File: src/rtl/latch_write_arbiter_pkg.sv
// Shared state encoding and default parameters for the latch write arbiter.
package latch_write_arbiter_pkg;

  localparam int DEF_NREQ     = 4;
  localparam int DEF_W        = 8;
  localparam int DEF_OPEN_CYC = 2;

  typedef enum logic [2:0] {
    ST_IDLE,
    ST_CLEAR,
    ST_SETUP,
    ST_OPEN,
    ST_HOLD
  } state_t;

endpackage

File: src/rtl/latch_write_arbiter_if.sv
// Requester/latch-bank bundle; master drives requests, slave is the arbiter.
interface latch_write_arbiter_if
  import latch_write_arbiter_pkg::*;
#(
  parameter int NREQ = DEF_NREQ,
  parameter int W    = DEF_W
);

  logic [NREQ-1:0]   req;
  logic [NREQ*W-1:0] req_data;
  logic              clr_req;
  logic [NREQ-1:0]   grant;
  logic [NREQ-1:0]   done;
  logic              clr_done;
  logic [W-1:0]      lat_data;
  logic              lat_en;
  logic              lat_clr;
  logic              busy;

  modport master (
    output req, req_data, clr_req,
    input  grant, done, clr_done, lat_data, lat_en, lat_clr, busy
  );

  modport slave (
    input  req, req_data, clr_req,
    output grant, done, clr_done, lat_data, lat_en, lat_clr, busy
  );

endinterface

File: src/rtl/latch_write_arbiter_rr_pick.sv
// Combinational round-robin select: first set request at or after ptr_i, wrapping.
module latch_write_arbiter_rr_pick
  import latch_write_arbiter_pkg::*;
#(
  parameter int  NREQ = DEF_NREQ,
  localparam int PW   = $clog2(NREQ)
) (
  input  logic [NREQ-1:0] req_i,
  input  logic [PW-1:0]   ptr_i,
  output logic [NREQ-1:0] gnt_o,
  output logic [PW-1:0]   idx_o,
  output logic            any_o
);

  logic [PW-1:0] cand;

  always_comb begin
    gnt_o = '0;
    idx_o = '0;
    any_o = 1'b0;
    cand  = '0;
    for (int i = 0; i < NREQ; i++) begin
      cand = PW'((int'(ptr_i) + i) % NREQ);
      if (!any_o && req_i[cand]) begin
        any_o = 1'b1;
        idx_o = cand;
      end
    end
    gnt_o[idx_o] = any_o;
  end

endmodule

File: src/rtl/latch_write_arbiter.sv
// Round-robin arbiter sharing one latch bank; each write runs setup, enable window, hold
// so D is stable whenever lat_en is high. Clear requests win over writes at IDLE.
module latch_write_arbiter
  import latch_write_arbiter_pkg::*;
#(
  parameter int NREQ     = DEF_NREQ,
  parameter int W        = DEF_W,
  parameter int OPEN_CYC = DEF_OPEN_CYC
) (
  input  logic                 clk,
  input  logic                 reset,
  latch_write_arbiter_if.slave bus
);

  localparam int PW = $clog2(NREQ);
  localparam int CW = $clog2(OPEN_CYC + 1);

  state_t          state_q, state_d;
  logic [PW-1:0]   rr_ptr_q, rr_ptr_d;
  logic [PW-1:0]   gidx_q, gidx_d;
  logic [CW-1:0]   cnt_q, cnt_d;
  logic [NREQ-1:0] grant_q, grant_d;
  logic [NREQ-1:0] done_q, done_d;
  logic            clr_done_q, clr_done_d;
  logic [W-1:0]    lat_data_q, lat_data_d;
  logic            lat_en_q, lat_en_d;
  logic            lat_clr_q, lat_clr_d;
  logic            busy_q, busy_d;

  logic [NREQ-1:0] pick_gnt;
  logic [PW-1:0]   pick_idx;
  logic            pick_any;

  latch_write_arbiter_rr_pick #(.NREQ(NREQ)) u_pick (
    .req_i (bus.req),
    .ptr_i (rr_ptr_q),
    .gnt_o (pick_gnt),
    .idx_o (pick_idx),
    .any_o (pick_any)
  );

  always_comb begin
    state_d    = state_q;
    rr_ptr_d   = rr_ptr_q;
    gidx_d     = gidx_q;
    cnt_d      = cnt_q;
    grant_d    = grant_q;
    done_d     = '0;
    clr_done_d = 1'b0;
    lat_data_d = lat_data_q;
    lat_en_d   = lat_en_q;
    lat_clr_d  = lat_clr_q;
    busy_d     = busy_q;

    unique case (state_q)
      ST_IDLE: begin
        if (bus.clr_req) begin
          state_d   = ST_CLEAR;
          lat_clr_d = 1'b1;
          busy_d    = 1'b1;
        end else if (pick_any) begin
          state_d    = ST_SETUP;
          grant_d    = pick_gnt;
          gidx_d     = pick_idx;
          lat_data_d = bus.req_data[int'(pick_idx)*W +: W];
          busy_d     = 1'b1;
        end
      end
      ST_CLEAR: begin
        state_d    = ST_IDLE;
        lat_clr_d  = 1'b0;
        clr_done_d = 1'b1;
        busy_d     = 1'b0;
      end
      ST_SETUP: begin
        state_d  = ST_OPEN;
        lat_en_d = 1'b1;
        cnt_d    = CW'(OPEN_CYC - 1);
      end
      ST_OPEN: begin
        // Enable stays high for OPEN_CYC cycles: the counter value plus this cycle.
        if (cnt_q == '0) begin
          state_d  = ST_HOLD;
          lat_en_d = 1'b0;
        end else begin
          cnt_d = cnt_q - CW'(1);
        end
      end
      ST_HOLD: begin
        state_d  = ST_IDLE;
        done_d   = grant_q;
        grant_d  = '0;
        busy_d   = 1'b0;
        rr_ptr_d = (gidx_q == PW'(NREQ - 1)) ? '0 : gidx_q + PW'(1);
      end
      default: state_d = ST_IDLE;
    endcase
  end

  always_ff @(posedge clk or negedge reset) begin
    if (!reset) begin
      state_q    <= ST_IDLE;
      rr_ptr_q   <= '0;
      gidx_q     <= '0;
      cnt_q      <= '0;
      grant_q    <= '0;
      done_q     <= '0;
      clr_done_q <= 1'b0;
      lat_data_q <= '0;
      lat_en_q   <= 1'b0;
      lat_clr_q  <= 1'b0;
      busy_q     <= 1'b0;
    end else begin
      state_q    <= state_d;
      rr_ptr_q   <= rr_ptr_d;
      gidx_q     <= gidx_d;
      cnt_q      <= cnt_d;
      grant_q    <= grant_d;
      done_q     <= done_d;
      clr_done_q <= clr_done_d;
      lat_data_q <= lat_data_d;
      lat_en_q   <= lat_en_d;
      lat_clr_q  <= lat_clr_d;
      busy_q     <= busy_d;
    end
  end

  assign bus.grant    = grant_q;
  assign bus.done     = done_q;
  assign bus.clr_done = clr_done_q;
  assign bus.lat_data = lat_data_q;
  assign bus.lat_en   = lat_en_q;
  assign bus.lat_clr  = lat_clr_q;
  assign bus.busy     = busy_q;

endmodule

File: src/flat_wrapper.sv
// flat-port wrapper written by rule: the top's interface ports become plain ports
module latch_write_arbiter_flat import latch_write_arbiter_pkg::*;
#(
  parameter int NREQ     = DEF_NREQ,
  parameter int W        = DEF_W,
  parameter int OPEN_CYC = DEF_OPEN_CYC
)
  (clk, reset, bus_req, bus_req_data, bus_clr_req, bus_grant, bus_done, bus_clr_done, bus_lat_data, bus_lat_en, bus_lat_clr, bus_busy);
  latch_write_arbiter_if #(.NREQ(NREQ), .W(W)) bus_i ();
  input  logic clk;
  input  logic reset;
  input wire logic [$bits(bus_i.req)-1:0] bus_req;
  input wire logic [$bits(bus_i.req_data)-1:0] bus_req_data;
  input wire logic [$bits(bus_i.clr_req)-1:0] bus_clr_req;
  output wire logic [$bits(bus_i.grant)-1:0] bus_grant;
  output wire logic [$bits(bus_i.done)-1:0] bus_done;
  output wire logic [$bits(bus_i.clr_done)-1:0] bus_clr_done;
  output wire logic [$bits(bus_i.lat_data)-1:0] bus_lat_data;
  output wire logic [$bits(bus_i.lat_en)-1:0] bus_lat_en;
  output wire logic [$bits(bus_i.lat_clr)-1:0] bus_lat_clr;
  output wire logic [$bits(bus_i.busy)-1:0] bus_busy;
  assign bus_i.req = bus_req;
  assign bus_i.req_data = bus_req_data;
  assign bus_i.clr_req = bus_clr_req;
  assign bus_grant = bus_i.grant;
  assign bus_done = bus_i.done;
  assign bus_clr_done = bus_i.clr_done;
  assign bus_lat_data = bus_i.lat_data;
  assign bus_lat_en = bus_i.lat_en;
  assign bus_lat_clr = bus_i.lat_clr;
  assign bus_busy = bus_i.busy;
  latch_write_arbiter #(.NREQ(NREQ), .W(W), .OPEN_CYC(OPEN_CYC)) u_core (.clk(clk), .reset(reset), .bus(bus_i));
endmodule
File: config.mk
export PLATFORM = sky130hd
export DESIGN_NAME = latch_write_arbiter_flat
export DESIGN_NICKNAME = d
export VERILOG_FILES = /design/src/rtl/latch_write_arbiter_pkg.sv /design/src/rtl/latch_write_arbiter_if.sv /design/src/rtl/latch_write_arbiter_rr_pick.sv /design/src/rtl/latch_write_arbiter.sv /design/src/flat_wrapper.sv
export SDC_FILE = /design/constraint.sdc
export NUM_CORES = 1
export LEC_CHECK = 0
export CORE_MARGIN = 1.5
export CORE_UTILIZATION = 43
export CTS_CLUSTER_DIAMETER = 40
export CTS_CLUSTER_SIZE = 10
export DETAILED_ROUTE_END_ITERATION = 10
export PLACE_DENSITY = 0.77
export SLEW_MARGIN = 20
export SYNTH_ARGS = -nofsm -noshare
export SYNTH_HDL_FRONTEND = slang
export SYNTH_SLANG_ARGS = --single-unit
File: constraint.sdc
create_clock -name clk -period 2.64 [get_ports clk]
set_clock_uncertainty 0.2 [all_clocks]
set_input_delay 0.792 -clock clk [delete_from_list [all_inputs] [get_ports clk]]
set_output_delay 0.792 -clock clk [all_outputs]
set_load 0.01 [all_outputs]
# [Word level (Yosys, flattened, before mapping)]
# Index checks and enable logic that the tools add are counted.
[word_totals] regBits=29 latchBits=0 mem_bits_rw=0 romBits=0 inputBits=39 output_inout_bits=20 wordCells=94 mem_count=0
[classes] addsub=5 n_mul=0 div=0 n_lt_le_gt_ge=6 n_eq_ne=11 shifts=1 muxes=37 n_bitwise=2 n_reduce_logical=21
[ops] cell="$shiftx 32x6->8" n=1
[ops] cell="$lt 2x3->1 const B" n=5
[ops] cell="$mux 1" n=14
[ops] cell="$mux 2" n=6
[ops] cell="$mux 4" n=3
[ops] cell="$reduce_and 2->1" n=5
[ops] cell="$mux 3" n=3
[ops] cell="$pmux 3 s3" n=1
[ops] cell="$bmux 1 s2" n=4
[ops] cell="$pmux 4 s2" n=1
[ops] cell="$reduce_bool 2->1" n=4
[ops] cell="$eq 3x2->1 const B" n=2
[ops] cell="$ne 2x2->1 const B" n=3
[ops] cell="$pmux 1 s2" n=3
[ops] cell="$reduce_and 3->1" n=2
[ops] cell="$add 2x1->2 const B" n=2
[ops] cell="$add 2x2->2 const B" n=2
[ops] cell="$and 4x4->4" n=1
[ops] cell="$logic_and 1x1->1" n=4
[ops] cell="$ne 2x1->1 const B" n=2
[ops] cell="$pmux 2 s2" n=1
[ops] cell="$eq 3x1->1 const B" n=1
[ops] cell="$eq 3x3->1 const B" n=1
[ops] cell="$logic_not 1->1" n=3
[ops] cell="9 further kinds" n=9

# [Longest topological paths before layout]
# Gate-level depths: netlist of the first run.
[depth] ltp_word=20 ltp_mapped=7 mapped_depth_nobuf=6

# [Cells and area by module]
# From an unflattened synthesis of the first run, not the netlist that was laid out.
[hier_totals] cells_unflattened=140 hier_area_um2=1592.8
[modules_own_cells] mod="latch_write_arbiter" n_inst=1 cells_each=108 area_per_inst_um2=1410.1 seq_area_each_um2=725.7
[modules_own_cells] mod="latch_write_arbiter_rr_pick" n_inst=1 cells_each=32 area_per_inst_um2=182.7 seq_area_each_um2=0.0

# [Worst setup path after synthesis of the first run]
# OpenSTA, ideal clock, no wires.
[synth_path] kind="input to register" from="input port bus_req[2]" to="register u_core.grant_q[0], in the netlist u_core.bus.grant[0]" setup_ps=121 t_arrival_ps=1975 t_required_ps=2319 setup_slack_ps=344 cell_stages=5 path_buffers=1 path_cell_list="or4_4 and3_4 and2_1 buf_6 a22o_1"
[synth_between] elab_chain_len=20 elab_cells_between_ends=33 cone_classes="2 x order compare; 1 x eq/ne; 21 x mux; 1 x bitwise; 8 x reduce/logical"
[synth_lines] item="from (decl)" line="flat_wrapper.sv:12" rtl="input wire logic [$bits(bus_i.req)-1:0] bus_req;"
[synth_lines] item="$bmux 1 s2" line="latch_write_arbiter_rr_pick.sv:24" rtl="if (!any_o && req_i[cand]) begin"
[synth_lines] item="$mux 1 (implied by the code)" line="latch_write_arbiter_rr_pick.sv:24"
[synth_lines] item="$mux 1" line="latch_write_arbiter_rr_pick.sv:24"
[synth_lines] item="$logic_not 1->1" line="latch_write_arbiter_rr_pick.sv:24"
[synth_lines] item="$logic_and 1x1->1" line="latch_write_arbiter_rr_pick.sv:24"
[synth_lines] item="$mux 1" line="latch_write_arbiter_rr_pick.sv:24"
[synth_lines] item="$logic_not 1->1" line="latch_write_arbiter_rr_pick.sv:24"
[synth_lines] item="$logic_and 1x1->1" line="latch_write_arbiter_rr_pick.sv:24"
[synth_lines] item="[4 not listed]"
[synth_lines] item="$lt 2x3->1 (implied by the code) / $ge 2x1->1 (equally long branches)" line="latch_write_arbiter_rr_pick.sv:29" rtl="gnt_o[idx_o] = any_o;"
[synth_lines] item="$logic_and 1x1->1 (implied by the code)" line="latch_write_arbiter_rr_pick.sv:29"
[synth_lines] item="$mux 1 (implied by the code)" line="latch_write_arbiter_rr_pick.sv:29"
[synth_lines] item="$demux 1 s2" line="latch_write_arbiter_rr_pick.sv:29"
[synth_lines] item="$and 4x4->4 (no line)"
[synth_lines] item="$mux 4" line="latch_write_arbiter.sv:61" rtl="end else if (pick_any) begin"
[synth_lines] item="$mux 4" line="latch_write_arbiter.sv:57" rtl="if (bus.clr_req) begin"
[synth_lines] item="$pmux 4 s2" line="latch_write_arbiter.sv:55" rtl="unique case (state_q)"
[synth_lines] item="to (signal assigned)" line="latch_write_arbiter.sv:118" rtl="grant_q <= grant_d;"
[synth_lines] item="to (decl)" line="latch_write_arbiter.sv:22" rtl="logic [NREQ-1:0] grant_q, grant_d;"
# Parallel ways exist; a longest one is shown, timed or not. The select of a mux whose other input is x is not followed.
# A chain may end at the register's enable or synchronous reset.

# [Worst setup path in the final report of the first run]
[layout_path] from="input port bus_req[1]" to="register u_core.lat_data_q[3], in the netlist u_core.bus.lat_data[3]"
[layout_between] elab_chain_len=13 elab_cells_between_ends=24 cone_classes="1 x shift; 16 x mux; 7 x reduce/logical"
[layout_lines] item="$bmux 1 s2" line="latch_write_arbiter_rr_pick.sv:24"
[layout_lines] item="$mux 1 (implied by the code)" line="latch_write_arbiter_rr_pick.sv:24"
[layout_lines] item="$mux 1" line="latch_write_arbiter_rr_pick.sv:24"
[layout_lines] item="$logic_not 1->1" line="latch_write_arbiter_rr_pick.sv:24"
[layout_lines] item="$logic_and 1x1->1" line="latch_write_arbiter_rr_pick.sv:24"
[layout_lines] item="$mux 1" line="latch_write_arbiter_rr_pick.sv:24"
[layout_lines] item="$logic_not 1->1" line="latch_write_arbiter_rr_pick.sv:24"
[layout_lines] item="$logic_and 1x1->1" line="latch_write_arbiter_rr_pick.sv:24"
[layout_lines] item="$mux 1" line="latch_write_arbiter_rr_pick.sv:24"
[layout_lines] item="$logic_not 1->1" line="latch_write_arbiter_rr_pick.sv:24"
[layout_lines] item="$logic_and 1x1->1" line="latch_write_arbiter_rr_pick.sv:24"
[layout_lines] item="$mux 2 / $mux 1 (equally long branches)" line="latch_write_arbiter_rr_pick.sv:24"
[layout_lines] item="$shiftx 32x6->8 / $reduce_and 3->1 (equally long branches)"
[layout_lines] item="to (signal assigned)" line="latch_write_arbiter.sv:121" rtl="lat_data_q <= lat_data_d;"
[layout_lines] item="to (decl)" line="latch_write_arbiter.sv:25" rtl="logic [W-1:0] lat_data_q, lat_data_d;"
# Parallel ways exist; a longest one is shown, timed or not. The select of a mux whose other input is x is not followed.

==> flow_summary.toml, run 1 <==
[routing]
dr_total_vias = 1442
wl_per_cell_um = 14.7
vias_per_cell = 5.36
drcViolationCount = 0
firstDrtPassIters = 4
drtIter0Drc = 62
ant_nets = 0
wirelength_mm = 3.94

[synth]
ys_types = 34
synth_top_area_cell = "dfrtp_1"
syn_area_per_cell_um2 = 10.2
syn_nets = 187
synth_top_area_frac = 0.486
netlist_area_um2 = 1490
ys_ff_latch = 29
ys_top_cells_by_area = "dfrtp_1, nand2_1, mux2i_1, o2bb2ai_1, a31oi_1"
yosysSeqAreaShare = 0.486
synthCells = 146
ys_warn_count = 0

[finish]
multi_input_area_um2 = 694
insertedDiodeCount = 0
design_area_um2 = 2330
fin_nets = 263
nFillCells = 269
synthToLayoutAreaGrowth_pct = 56.0
seq_area_um2 = 726
utilization = 0.699
drive_gt1_frac = 0.152

[clock_tree]
cts_tree = "built"
cts.sinks = 29
postCtsHoldBufs = 0
cts_made_buffers = 5
post_cts_buffers = 0
insertion_delay_ps = 330
clk_pin_slew_ps = 100
h-tree-depth = 2
root_buffer = "clkbuf_4"
cts_buffer_depth = 2
cts_resized = 0

[run]
maxCapViolCount = 0

[timing]
tightest_slew_ps = 390
period_minus_slack_ps = 2410
fmax_ghz = 0.414
grt_setup_unrepaired = "false"
timing.final.hold_violations = 0
slew_viol_final = 0
holdWs_ps = 301
fin_crit_sh = 0.914
setup_ws_ps = 227
setup_viol = 0
slew_headroom = 0.740

[die]
io_pins = 59
row_count = 21
dieHeight_um = 61.9
core_um2 = 3340
die_x_um = 61.9
start_util = 0.448
dieArea_um2 = 3840

[critical_path]
cp-end-kind = "register"
reg2reg_depth = 6
startpoint_type = "input pin"
cp_max_fo = 7
arrival_ps = 2470
cp.required_ps = 2700
crit_type = "in2reg"

[place]
pre_cts_ws_ps = -121
gp_congestion = 0.782
dpl.hpwl_mm = 2.95
portBuffers = 58
place_area_um2 = 2230

[global_route]
first_global_vias = 1364
grt-ovfl-total = 0
grt_max_degree = 30
grt_first_pass_wirelength_mm = 5.87
antenna_found_initial = 0
track_usage = 0.215

[hold_path]
hp-class = "reg2reg"
whs_path_depth = 2

[outcome]
status = "completed"

[pwr]
p_leak_uw = 0.00103
p_total_uw = 2300
powerDensity_nw_per_um2 = 988
irDropWorstVdd_mv = 0.642
flip-flops by register name, summed over array words and instances, names as in the netlist:
| register | count |
|---|---|
| u_core.gidx_q | 2 |
| u_core.bus.grant | 4 |
| u_core.bus.done | 4 |
| u_core.bus.clr_done | 1 |
| u_core.rr_ptr_q | 2 |
| u_core.bus.lat_clr | 1 |
| u_core.bus.busy | 1 |
| u_core.bus.lat_data | 8 |
| u_core.state_q | 3 |
| u_core.bus.lat_en | 1 |
| u_core.cnt_q | 2 |
cell usage in the layout (no fill, tap or decap), types with 4 or more instances in the layout:
| master | Yosys | layout |
|---|---|---|
| clkdlybuf4s50_1 | 0 | 58 |
| dfrtp_1 | 29 | 29 |
| nand2_1 | 25 | 25 |
| buf_4 | 2 | 17 |
| nor2_1 | 10 | 10 |
| mux2i_1 | 9 | 9 |
| o2bb2ai_1 | 8 | 8 |
| a31oi_1 | 8 | 8 |
| and2_1 | 6 | 6 |
| inv_1 | 6 | 6 |
| a21oi_1 | 6 | 6 |
| clkbuf_4 | 0 | 5 |
| o21ai_0 | 4 | 4 |
| a22o_1 | 4 | 4 |
worst paths after layout:
check | from | end | slack (ps)
max in group asynchronous | reset | u_core.state_q[1] | 1310
setup reg to reg | u_core.rr_ptr_q[1] | u_core.bus.lat_data[3] | 710
min in group asynchronous | reset | u_core.bus.done[1] | 640
setup / recovery | bus_req[1] | u_core.bus.lat_data[3] | 230
hold reg to reg | u_core.bus.lat_en | u_core.bus.lat_en | 300
hold / removal | u_core.bus.lat_en | u_core.bus.lat_en | 300
cells in the mapped netlist:
| library cell | count |
|---|---|
| a31oi_1 | 8 |
| dfrtp_1 | 29 |
| inv_1 | 6 |
| nand2_1 | 25 |
| nor2b_1 | 1 |
| buf_4 | 2 |
| a221oi_1 | 1 |
| buf_6 | 2 |
| nor3b_1 | 2 |
| and3_1 | 1 |
| and2_1 | 6 |
| a21bo_2 | 1 |
| o221a_4 | 1 |
| mux2_2 | 3 |
| nand2b_1 | 2 |
| a221oi_2 | 1 |
| clkbuf_1 | 1 |
| o21bai_1 | 1 |
| a221o_1 | 1 |
| buf_2 | 2 |
| o2bb2ai_1 | 8 |
| ha_1 | 2 |
| o32ai_1 | 1 |
| a22oi_1 | 1 |
| or4_4 | 1 |
| nor2_1 | 10 |
| o21ai_0 | 4 |
| mux2i_1 | 9 |
| a21oi_1 | 6 |
| o22ai_1 | 1 |
| o31ai_1 | 1 |
| and3_4 | 1 |
| a22o_1 | 4 |
| o21a_1 | 1 |
per-stage QoR:
step	TNS, ps	std cells
2_1_floorplan	0	146
3_3_place_gp	-619	261
3_5_place_dp	-1110	261
4_1_cts	0	269
5_1_grt	0	269
6_report	0	269
final cells by class:
class / instances / area share
clock inverters: 3 / 0.0279
multi-input cells: 104 / 0.298
flip-flops and latches: 29 / 0.311
inverters: 6 / 0.00966
clock buffers: 5 / 0.0161
well taps: 46 / 0.0247
repair buffers: 76 / 0.312
worst max-delay path: stages:
cell             delay (ps)
clkdlybuf4s50_1         460
or4_4                   510
and3_4                  200
and2_1                  170
buf_4                   170
a31oi_1                 150
logic make-up after synthesis:
family,count (synthesis),share of synthesized area
compound gates,41,0.210
fa+ha+maj,2,0.0167
buf+inv,13,0.0494
flops,29,0.486
mux,12,0.0829
simple gates,49,0.155
power by group:
| part | internal [µW] | switching [µW] | leakage (µW) |
|---|---|---|---|
| Sequential | 623 | 159 | 0.000351 |
| Combinational | 593 | 471 | 0.000625 |
| Clock | 293 | 165 | 0.0000552 |
metal layers:
layer / routed length (µm) / vias to the layer above / GRT usage / part of all wire
li1: - / 675 / - / -
met1: 1550 / 705 / 0.215 / 0.39
met2: 1970 / 58 / 0.406 / 0.50
met3: 373 / 4 / 0.0745 / 0.095
met4: 46 / 0 / 0.0790 / 0.012
met5: 0 / - / 0 / 0
Power figures use the tool's default switching activity.
==> inputs of run 2 (changes only) <==
- HOLD_SLACK_MARGIN: default -> 0.15
==> results of run 2 <==
No change in the layout: final DEF, timing and power equal those of run 1.
==> RTL change (config.mk and constraints of run 1) <==
Change the package constant `DEF_OPEN_CYC` from 2 to 4.
--- a/src/rtl/latch_write_arbiter_pkg.sv
+++ b/src/rtl/latch_write_arbiter_pkg.sv
@@ -3,7 +3,7 @@
 
   localparam int DEF_NREQ     = 4;
   localparam int DEF_W        = 8;
-  localparam int DEF_OPEN_CYC = 2;
+  localparam int DEF_OPEN_CYC = 4;
 
   typedef enum logic [2:0] {
     ST_IDLE,
Formal check against the unedited RTL: not equivalent (Yosys sat finds a counterexample within 10 cycles, from zero or initial values and one cycle with reset low).
==> RTL change against run 1 <==
Cell area up 4.0%. Fmax about the same. Power down 1.1%. Cell count up 2.6%. Register-to-register slack better by 0.05 ns. Synthesized area up 10%. Setup slack about the same. Sequential cell count up 1. Synthesized cell count up 10%. Routed wire length up 8.8%. First-iteration DRC count up 3.2%.
==> RTL change: results (changes against run 1) <==
** Worst setup path
- Register-to-Register Setup Slack :: 0.76 ns (was 0.71 ns)
- Gate family responsible for the most delay along the worst path :: buffers and inverters (was simple AND/OR/NAND/NOR gates)
- Critical Path Start :: bus_req[0] (was bus_req[1])
- The cell with the biggest individual delay on the critical path was clkdlybuf4s50_1 (was or4_4).
- The startpoint of the worst-slack reg-to-reg timing path was u_core.rr_ptr_q[0]$_DFFE_PN0N_ (was u_core.rr_ptr_q[1]$_DFFE_PN0N_).

** Global route
- The global routing met2 resource utilization came to 0.3853 (was 0.4063).
- Global-route met1 utilization :: 0.2900 (was 0.2149)
- GRT Resource Usage Total :: 0.2269 (was 0.2154)
- The first-pass GRT wire length is 7258 um (was 5865 um).
- The maximum number of pins on one net before global-route repair came to 31 (was 30).

** Placed design
- Placement Cell Area :: 2318 um2 (was 2228 um2)

** Detailed routing
- The met3 wirelength from detailed routing is 146 um (was 373 um).
- Average vias per placed instance :: 5.417 (was 5.361)
- The routed wire length on met2 was 2252 um (was 1971 um).
- Violation count after the first detailed-routing iteration :: 64 (was 62)
- The total wirelength of the detailed-routed design came to 4291 um (was 3943 um).
- The total via count after detailed routing was 1495 (was 1442).

** Synth
- Number of distinct library cell variants in the gate-level netlist after synthesis :: 39 (was 34)
- The post-synthesis net count is 203 (was 187).
- Sequential area share after synthesis :: 0.4563 (was 0.4858)

** Power
- The leakage power came to 1.082 nW (was 1.031 nW).
- The largest vdd supply drop is 0.6841 mV (was 0.6419 mV).
- The share of power burned in combinational logic was 0.451 (was 0.462).

** Cells and area
- The filler cell count is 302 (was 269).

** Clock network
- The library cell used as clock root buffer is clkbuf_8 (was clkbuf_4).

** Worst hold path
- Number of instances on the worst hold path :: 1 (was 2)

** Status
- Result of the run :: finished, final reports clean (unchanged)
[RTL change: cell count changes after synthesis, sizes merged, moves of 4 or more]
cell	change
o2bb2ai	-8
a32oi	+8
clkbuf	+4
a31oi	-8
nand2b	+4
o221ai	+8
and3	+4
o21ai	+7
and2	-4
[RTL change: worst min path at each step]
stage	startpoint	endpoint	slack [ns]
5_1_grt	u_core.gidx_q[1]$_DFFE_PN0P_	u_core.gidx_q[1]$_DFFE_PN0P_	0.31
3_5_place_dp	u_core.gidx_q[0]$_DFFE_PN0P_	u_core.rr_ptr_q[0]$_DFFE_PN0N_	0.27
6_report	u_core.gidx_q[0]$_DFFE_PN0P_	u_core.rr_ptr_q[0]$_DFFE_PN0N_	0.27
2_1_floorplan	u_core.gidx_q[1]$_DFFE_PN0P_	u_core.gidx_q[1]$_DFFE_PN0P_	0.25
4_1_cts	u_core.gidx_q[0]$_DFFE_PN0P_	u_core.rr_ptr_q[0]$_DFFE_PN0N_	0.28
3_3_place_gp	u_core.gidx_q[1]$_DFFE_PN0P_	u_core.gidx_q[1]$_DFFE_PN0P_	0.27
[RTL change: area by class of cell]
type                            count  area share
Clock buffer                        7     0.03148
Clock inverter                      1     0.01238
Inverter                            5    0.007740
Multi-Input combinational cell    116      0.3354
Sequential cell                    30      0.3096
Tap cell                           48     0.02477
Timing Repair Buffer               69      0.2786
[RTL change: logic make-up (layout without fill, tap and decap cells)]
logic type               Yosys count  in the layout  share of synthesized area
AO/OA/AOI/OAI                     48             48                     0.2479
flip-flops                        30             30                     0.4563
AND/OR/NAND/NOR                   57             57                     0.1749
buffers and inverters             15             82                    0.04942
adder cells (fa/ha/maj)            3              3                    0.02282
multiplexers                       8              8                    0.04867
